**config.mk**
```make
export PLATFORM = sky130hd
export DESIGN_NAME = debounce_bank
export DESIGN_NICKNAME = d
export VERILOG_FILES = /design/src/rtl/debounce_bank.sv
export SDC_FILE = /design/constraint.sdc
export NUM_CORES = 1
export LEC_CHECK = 0
export CORE_MARGIN = 1.5
export CORE_UTILIZATION = 50
export DETAILED_ROUTE_END_ITERATION = 6
export PLACE_DENSITY_LB_ADDON = 0.12
export SLEW_MARGIN = 20
export SYNTH_ARGS = -nofsm -noshare
export SYNTH_HDL_FRONTEND = slang
export SYNTH_SLANG_ARGS = --single-unit
```
**constraint.sdc**
```tcl
create_clock -name clk -period 2.62 [get_ports clk]
set_input_delay 0.524 -clock clk [delete_from_list [all_inputs] [get_ports clk]]
set_output_delay 0.524 -clock clk [all_outputs]
set_load 0.02 [all_outputs]
```
**src/rtl/debounce_bank.sv**
```systemverilog
// N-channel button/switch debouncer: 2-flop synchroniser, stability counter,
// registered rise/fall strobes and a press strobe with optional auto-repeat.
module debounce_bank #(
    parameter int N             = 4,
    parameter int STABLE_CYCLES = 16384,
    parameter int IDLE_LEVEL    = 1,
    parameter int REPEAT_EN     = 1,
    parameter int REPEAT_DELAY  = 6000000,
    parameter int REPEAT_PERIOD = 1200000
) (
    input  logic         clk,
    input  logic         rst_n,
    input  logic [N-1:0] in,
    output logic [N-1:0] out,
    output logic [N-1:0] rise,
    output logic [N-1:0] fall,
    output logic [N-1:0] press,
    output logic         any_event
);

    localparam int CW   = (STABLE_CYCLES > 1) ? $clog2(STABLE_CYCLES) : 1;
    localparam int RMAX = (REPEAT_DELAY > REPEAT_PERIOD) ? REPEAT_DELAY : REPEAT_PERIOD;
    localparam int RW   = (RMAX > 1) ? $clog2(RMAX) : 1;

    localparam logic          IDLE_L   = (IDLE_LEVEL != 0) ? 1'b1 : 1'b0;
    localparam logic          ACT_L    = ~IDLE_L;
    localparam logic [CW-1:0] CNT_LAST = CW'(STABLE_CYCLES - 1);
    localparam logic [RW-1:0] DLY_LAST = RW'(REPEAT_DELAY - 1);
    localparam logic [RW-1:0] PER_LAST = RW'(REPEAT_PERIOD - 1);

    typedef enum logic [1:0] {
        R_IDLE  = 2'd0,
        R_DELAY = 2'd1,
        R_RPT   = 2'd2,
        R_HELD  = 2'd3
    } rstate_t;

    logic [N-1:0] s1_r;
    logic [N-1:0] s0_r;

    // Two-flop synchroniser for the raw pad inputs
    always_ff @(posedge clk or negedge rst_n) begin
        if (!rst_n) begin
            s1_r <= {N{IDLE_L}};
            s0_r <= {N{IDLE_L}};
        end else begin
            s1_r <= in;
            s0_r <= s1_r;
        end
    end

    for (genvar i = 0; i < N; i++) begin : g_ch
        logic [CW-1:0] cnt_r;
        logic [CW-1:0] cnt_nxt_s;
        logic          upd_s;
        logic          lvl_r;
        logic          rise_r;
        logic          fall_r;
        logic          press_r;
        logic          press_nxt_s;
        logic [RW-1:0] rcnt_r;
        logic [RW-1:0] rcnt_nxt_s;
        rstate_t       state_r;
        rstate_t       state_nxt_s;

        // Stability counter: any cycle where the input agrees with out restarts it
        always_comb begin
            cnt_nxt_s = '0;
            upd_s     = 1'b0;
            if (s0_r[i] != lvl_r) begin
                if (cnt_r == CNT_LAST) begin
                    upd_s     = 1'b1;
                    cnt_nxt_s = '0;
                end else begin
                    cnt_nxt_s = cnt_r + CW'(1);
                end
            end else begin
                cnt_nxt_s = '0;
            end
        end

        // Debounced level and edge strobes
        always_ff @(posedge clk or negedge rst_n) begin
            if (!rst_n) begin
                cnt_r  <= '0;
                lvl_r  <= IDLE_L;
                rise_r <= 1'b0;
                fall_r <= 1'b0;
            end else begin
                cnt_r  <= cnt_nxt_s;
                lvl_r  <= upd_s ? s0_r[i] : lvl_r;
                rise_r <= upd_s & s0_r[i];
                fall_r <= upd_s & ~s0_r[i];
            end
        end

        // Repeat FSM next state; an update while active is always a release
        always_comb begin
            state_nxt_s = state_r;
            rcnt_nxt_s  = rcnt_r;
            press_nxt_s = 1'b0;
            case (state_r)
                R_IDLE: begin
                    rcnt_nxt_s = '0;
                    if (upd_s && (s0_r[i] == ACT_L)) begin
                        press_nxt_s = 1'b1;
                        state_nxt_s = (REPEAT_EN != 0) ? R_DELAY : R_HELD;
                    end else begin
                        state_nxt_s = R_IDLE;
                    end
                end
                R_DELAY: begin
                    if (upd_s) begin
                        state_nxt_s = R_IDLE;
                        rcnt_nxt_s  = '0;
                    end else if (rcnt_r == DLY_LAST) begin
                        press_nxt_s = 1'b1;
                        rcnt_nxt_s  = '0;
                        state_nxt_s = R_RPT;
                    end else begin
                        rcnt_nxt_s = rcnt_r + RW'(1);
                    end
                end
                R_RPT: begin
                    if (upd_s) begin
                        state_nxt_s = R_IDLE;
                        rcnt_nxt_s  = '0;
                    end else if (rcnt_r == PER_LAST) begin
                        press_nxt_s = 1'b1;
                        rcnt_nxt_s  = '0;
                    end else begin
                        rcnt_nxt_s = rcnt_r + RW'(1);
                    end
                end
                R_HELD: begin
                    rcnt_nxt_s = '0;
                    if (upd_s) begin
                        state_nxt_s = R_IDLE;
                    end else begin
                        state_nxt_s = R_HELD;
                    end
                end
                default: begin
                    state_nxt_s = R_IDLE;
                    rcnt_nxt_s  = '0;
                end
            endcase
        end

        // Repeat FSM state, counter and press strobe
        always_ff @(posedge clk or negedge rst_n) begin
            if (!rst_n) begin
                state_r <= R_IDLE;
                rcnt_r  <= '0;
                press_r <= 1'b0;
            end else begin
                state_r <= state_nxt_s;
                rcnt_r  <= rcnt_nxt_s;
                press_r <= press_nxt_s;
            end
        end

        assign out[i]   = lvl_r;
        assign rise[i]  = rise_r;
        assign fall[i]  = fall_r;
        assign press[i] = press_r;
    end

    assign any_event = |(rise | fall);

endmodule

```
# Word-level counts from Yosys, hierarchy flattened

Index checks and enable logic that the tools add are counted.
W data, S select, Z words.

Add/sub/neg operators: 8
Equality and inequality tests: 36
Multiplexer cells: 84
Bitwise operators: 13
Reductions and logical operators: 17

Operator list:

| cell                    | number |
|---|---|
| $mux W23                | 16 |
| $pmux W23 S3            | 4 |
| $mux W14                | 8 |
| $add A23 B1 Y23 const B | 4 |
| $eq A23 B21 Y1 const B  | 4 |
| $eq A23 B23 Y1 const B  | 4 |
| $add A14 B1 Y14 const B | 4 |
| $eq A14 B14 Y1 const B  | 4 |
| $mux W1                 | 32 |
| $mux W2                 | 16 |
| $pmux W2 S4             | 4 |
| $eq A2 B2 Y1 const B    | 8 |
| $ne A3 B3 Y1 const B    | 4 |
| $pmux W1 S3             | 4 |
| $and A1 B1 Y1           | 8 |
| $eq A2 B1 Y1 const B    | 4 |
| $logic_not A2 Y1        | 4 |
| $ne A2 B2 Y1 const B    | 4 |
| $reduce_and A2 Y1       | 4 |
| $reduce_or A2 Y1        | 4 |
| $logic_and A1 B1 Y1     | 4 |
| $ne A1 B1 Y1            | 4 |
| $not A1 Y1              | 4 |
| $or A4 B4 Y4            | 1 |
| $reduce_or A4 Y1        | 1 |

Bits in registers: 180
Input port bits: 6
Output and inout port bits: 17
Logic and storage cells: 188

# Depth between registers and ports, before layout

Depth after elaboration: 6
Depth in mapped cells: 8

# Worst setup path before layout

Ideal clock, no wire load.

Path kind: reg-to-reg
Start: reg g_ch[3].cnt_r[0]
End: reg g_ch[3].rcnt_r[11]
Data arrival time: 1899 ps
Data required time: 2501 ps
Slack: 602 ps
Stages on the path, launching flop included: 9
Buffers on the path: 2
Cell sequence: dfrtp_1 -> ha_1 -> nand3_1 -> or4_1 -> clkbuf_1 -> or2_1 -> o21ai_2 -> buf_4 -> nor2_1

Cells in the longest elaborated chain, start to end: 5
Elaborated cells on any way between the ends: 6
Those cells by class: eq/ne: 1; mux: 5

RTL lines:

| element                            | line     | source |
|---|---|---|
| start: declaration                 | 53       | `logic [CW-1:0] cnt_r;` |
| start signal: assignment           | 90       | `cnt_r <= cnt_nxt_s;` |
| $eq A14 B14 Y1 *                   | 71       | `if (cnt_r == CNT_LAST) begin` |
| $mux W1 *                          | 71       |  |
| $mux W1 *                          | 70       | `if (s0_r[i] != lvl_r) begin` |
| $mux W23, on equally long branches | 125, 113 |  |
| $pmux W23 S3 *                     | 102      | `case (state_r)` |
| named net g_ch[3].rcnt_nxt_s[11]   | 62       | `logic [RW-1:0] rcnt_nxt_s;` |
| end signal: assignment             | 158      | `rcnt_r <= rcnt_nxt_s;` |
| end: declaration                   | 61       | `logic [RW-1:0] rcnt_r;` |

Mark *: on every way through the listed nets, which the timed path passes. The rest lies on a longest branch.
A chain may end at the register's enable or synchronous reset.

# Final worst setup path

Start: reg g_ch[0].fall_r
End: out any_event

Cells in the longest elaborated chain, start to end: 2

RTL lines:

| element                  | line | source |
|---|---|---|
| start: declaration       | 58   | `logic fall_r;` |
| start signal: assignment | 93   | `fall_r <= upd_s & ~s0_r[i];` |
| $or A4 B4 Y4             | 169  | `assign any_event = \|(rise \| fall);` |
| $reduce_or A4 Y1         | 169  |  |
| end: declaration         | 18   | `output logic any_event` |

Every way passes these cells.

==> metrics.md <==
| Metric | Value |
|---|---|
| Outcome | `completed` |
| Max Cap Violations | `0` |
| Largest stage delay on the critical path | `0.54 ns` |
| Crit-path slowest cell | `clkdlybuf4s50_1` |
| Later-pin clock latency in the skew report | `0.43 ns` |
| Placed Cells | `1107` |
| Post-synthesis mux area share | `0.00129` |
| Cell area after layout | `0.00969 mm²` |
| Sequential cell area | `0.00452 mm²` |
| I/O pin cnt | `23` |
| Synth Area in XOR/XNOR | `0.132` |
| Std-Cell Rows | `48` |
| Global route total overflow | `0` |
| Synth cell count leaders | `nor2_1 (183), dfrtp_1 (168), xor2_1 (67), xnor2_1 (64), nand3_1 (59)` |
| Netlist Area Pre-Place | `0.00872 mm²` |
| Antenna violations before repair | `0` |
| CP endpoint | `any_event` |
| Detailed Route Iter0 Violations | `383` |
| R2R Setup Slk | `~0.40 ns` |
| Hold Crit Class | `primary input to async pin` |
| CTS Sinks | `180` |
| Mapped Nets | `roughly 900` |
| Area fraction in compound gates after synthesis | `0.0337` |
| Pleak | `0.00383 µW` |
| Count leader, synth | `nor2_1` |
| Worst-case reg-to-reg path depth | `6` |
| All-Layer GR Usage | `0.197` |
| Syn Area/Cell | `9.85 µm²` |
| Simple-gate share of the synthesized area | `0.268` |
| CP Cell Sequence | `nor4_2, nand2_1, clkdlybuf4s50_1` |
| Die width | `135 µm` |
| Layout cells sized above 1 | `0.0689` |
| Max Clk Rate | `423 MHz` |
| Layout Nets | `915` |
| Largest area contributor in the netlist | `dfrtp_1` |
| Mapped Cells | `about 900` |
| Yosys cell types | `55` |
| Clock-pin slew on the worst setup and hold paths | `roughly 0.07 ns` |
| Clock Skews | `just under 0.01 ns` |
| Final Hold Fails | `0` |
| Post-DR vias/cell | `5.40` |
| Async SR Flop Fraction | `1.00` |
| Fillers | `roughly 1500` |
| Dpl hpwl | `around 11 mm` |
| DIE HEIGHT | `135 µm` |
| Port Buffer Count | `22` |
| # DRC | `0` |
| Root buf cell | `clkbuf_16` |
| Fin cells | `between 1000 and 1500` |
| Synth area leaders | `dfrtp_1 (48%), nor2_1 (7.9%), xor2_1 (6.7%), xnor2_1 (6.4%), dfstp_2 (3.6%)` |
| Area of the multi-input gates | `0.00391 mm²` |
| Post-CTS Setup Bufs | `0` |
| Initial Util | `0.508` |
| Reg2Reg Capture Point | `g_ch[1].rcnt_r[9]` |
| Period minus WS final | `between 2 and 2.5 ns` |
| Crit end category | `output port` |
| Final Setup Violations | `0` |
| Worst Setup SP | `g_ch[0].fall_r` |
| RSZ-0062 raised after global routing | `no` |
| Hold Buf Count CTS | `0` |
| Critical R2R Launch | `g_ch[1].rcnt_r[15]` |
| Post_cts resized | `0` |
| Yosys reg bits | `between 150 and 200` |
| CP Data Arrival Time | `between 1.5 and 2 ns` |
| Adder-cell share of the synthesized area | `0.0115` |
| Pin count of the biggest net entering global routing | `78` |
| WL/cell | `14.3 µm` |
| Slew Limit Fails | `0` |
| Setup CP Type | `flop to output port` |
| Post-synth EDFFs | `0` |
| Area growth, synth to finish | `11.1%` |
| First-pass GRT wire length | `28.8 mm` |
| Period utilization | `0.901` |
| Longest Clk Path Bufs | `2` |
| CTS tree | `yes` |
| Core area | `0.0172 mm²` |
| Register area share after synthesis | `0.518` |
| Final ANT Viol Nets | `0` |
| Largest family of logic cells by synthesized area | `simple AND/OR/NAND/NOR gates` |
| CP Launch Type | `flop` |
| CP max FO | `2` |
| Worst slew margin | `0.550` |
| RD Place Congestion | `0.818` |
| Most used DFF post-synth | `dfrtp_1` |
| Worst-Margin Slew | `between 0.6 and 0.7 ns` |
| Vias after detailed routing | `between 6000 and 7000` |
| Critical path required time | `2.10 ns` |
| Post-Route Setup TNS | `0 ns` |
| Share of the synthesized area in the top cell type | `0.482` |
| 1st-pass router iterations | `4` |
| Antenna Cells | `0` |
| DP Area | `about 0.0091 mm²` |
| H-tree depth | `4` |
| Pwr per Cell Area | `563 mW/mm²` |
| Yosys warnings | `0` |
| Total routed wirelength | `16.2 mm` |
| Vias in the first global route | `6350` |
| Peak supply drop | `0.527 mV` |
| Die area | `0.0182 mm²` |
| Number of buffers created by CTS | `17` |
[registers in the layout, indices dropped and copies added, names as in the netlist]
signal / count
g_ch.cnt_r: 56
g_ch.fall_r: 4
g_ch.lvl_r: 4
g_ch.state_r: 8
g_ch.press_r: 4
g_ch.rcnt_r: 92
s1_r: 4
s0_r: 4
g_ch.rise_r: 4
[where the power goes]
group / switching [µW] / internal, µW / leakage [µW]
Combinational: 81.9 / 31.6 / 0.00108
Sequential: 21.5 / 2810 / 0.00246
Clock: 1060 / 1450 / 0.000283
Total: 1160 / 4290 / 0.00383
[worst min path at each step]
stage,from,slack (ns),end
after floorplan,rst_n,0.23,g_ch[0].cnt_r[0]
after global placement,s1_r[1],0.35,s0_r[1]
after detailed placement,s1_r[0],0.35,s0_r[0]
after CTS,rst_n,0.03,g_ch[3].cnt_r[11]
after global routing,rst_n,0.05,g_ch[3].cnt_r[11]
final,rst_n,0.01,g_ch[3].cnt_r[11]
[per-stage QoR]
step,utilization,setup slack (ns),total power (µW),hold WS (ns)
after floorplan,-,0.602,2910,0.228
after global placement,0.529,0.272,2990,0.347
after detailed placement,0.529,0.171,3000,0.350
after CTS,0.564,0.0351,5520,0.0266
after global routing,0.564,0.142,5640,0.0507
final,0.564,0.258,5450,0.0122
[worst max-delay path, delay by kind of cell (launching register included)]
kind,cells,cell delay (ns)
buffers and inverters,1,0.54
flip-flops,1,0.41
AND/OR/NAND/NOR,2,0.46
[cells by family after synthesis]
group,after synthesis
adders and majority gates,8
muxes,1
AOI/OAI and AO/OA,46
xor gates and xnor gates,131
and+or+nand+nor,460
DFF,180
buffers and inverters,59
[cells in the final DEF, fill, tap and decap left out, types with 3 or more instances in the layout]
cell	instances
buf_4	5
nor3_1	23
nor3b_1	3
nand3_1	59
or4b_1	3
dfstp_2	12
a31oi_1	4
nand2b_1	7
nand2_1	51
or4_1	6
ha_1	8
or3_1	10
nand4b_1	4
and4_1	19
a21oi_1	16
inv_1	27
xor2_1	67
nand4_1	38
and3_1	17
clkinv_2	4
clkbuf_16	17
nor2b_1	7
xnor2_1	64
nor4_1	10
o21ai_0	9
clkdlybuf4s50_1	21
nor2_1	183
nor4b_1	4
clkinvlp_4	3
dfrtp_1	168
[layout make-up]
class,instances,share of cell area
Sequential cell,180,0.466
Multi-Input combinational cell,646,0.403
Clock buffer,20,0.0471
Timing Repair Buffer,29,0.0309
Tap cell,225,0.0290
Clock inverter,12,0.0133
Inverter,27,0.0105
[per-layer routing]
layer  up-vias  GRT usage  routed length, µm
met5         -          0                  0
met4         0     0.0771                236
met3        17     0.0420                511
met2        59      0.332               7880
met1      3029      0.250               7620
li1       3051          -                  -
No activity file was read; power rests on OpenSTA's default activity.
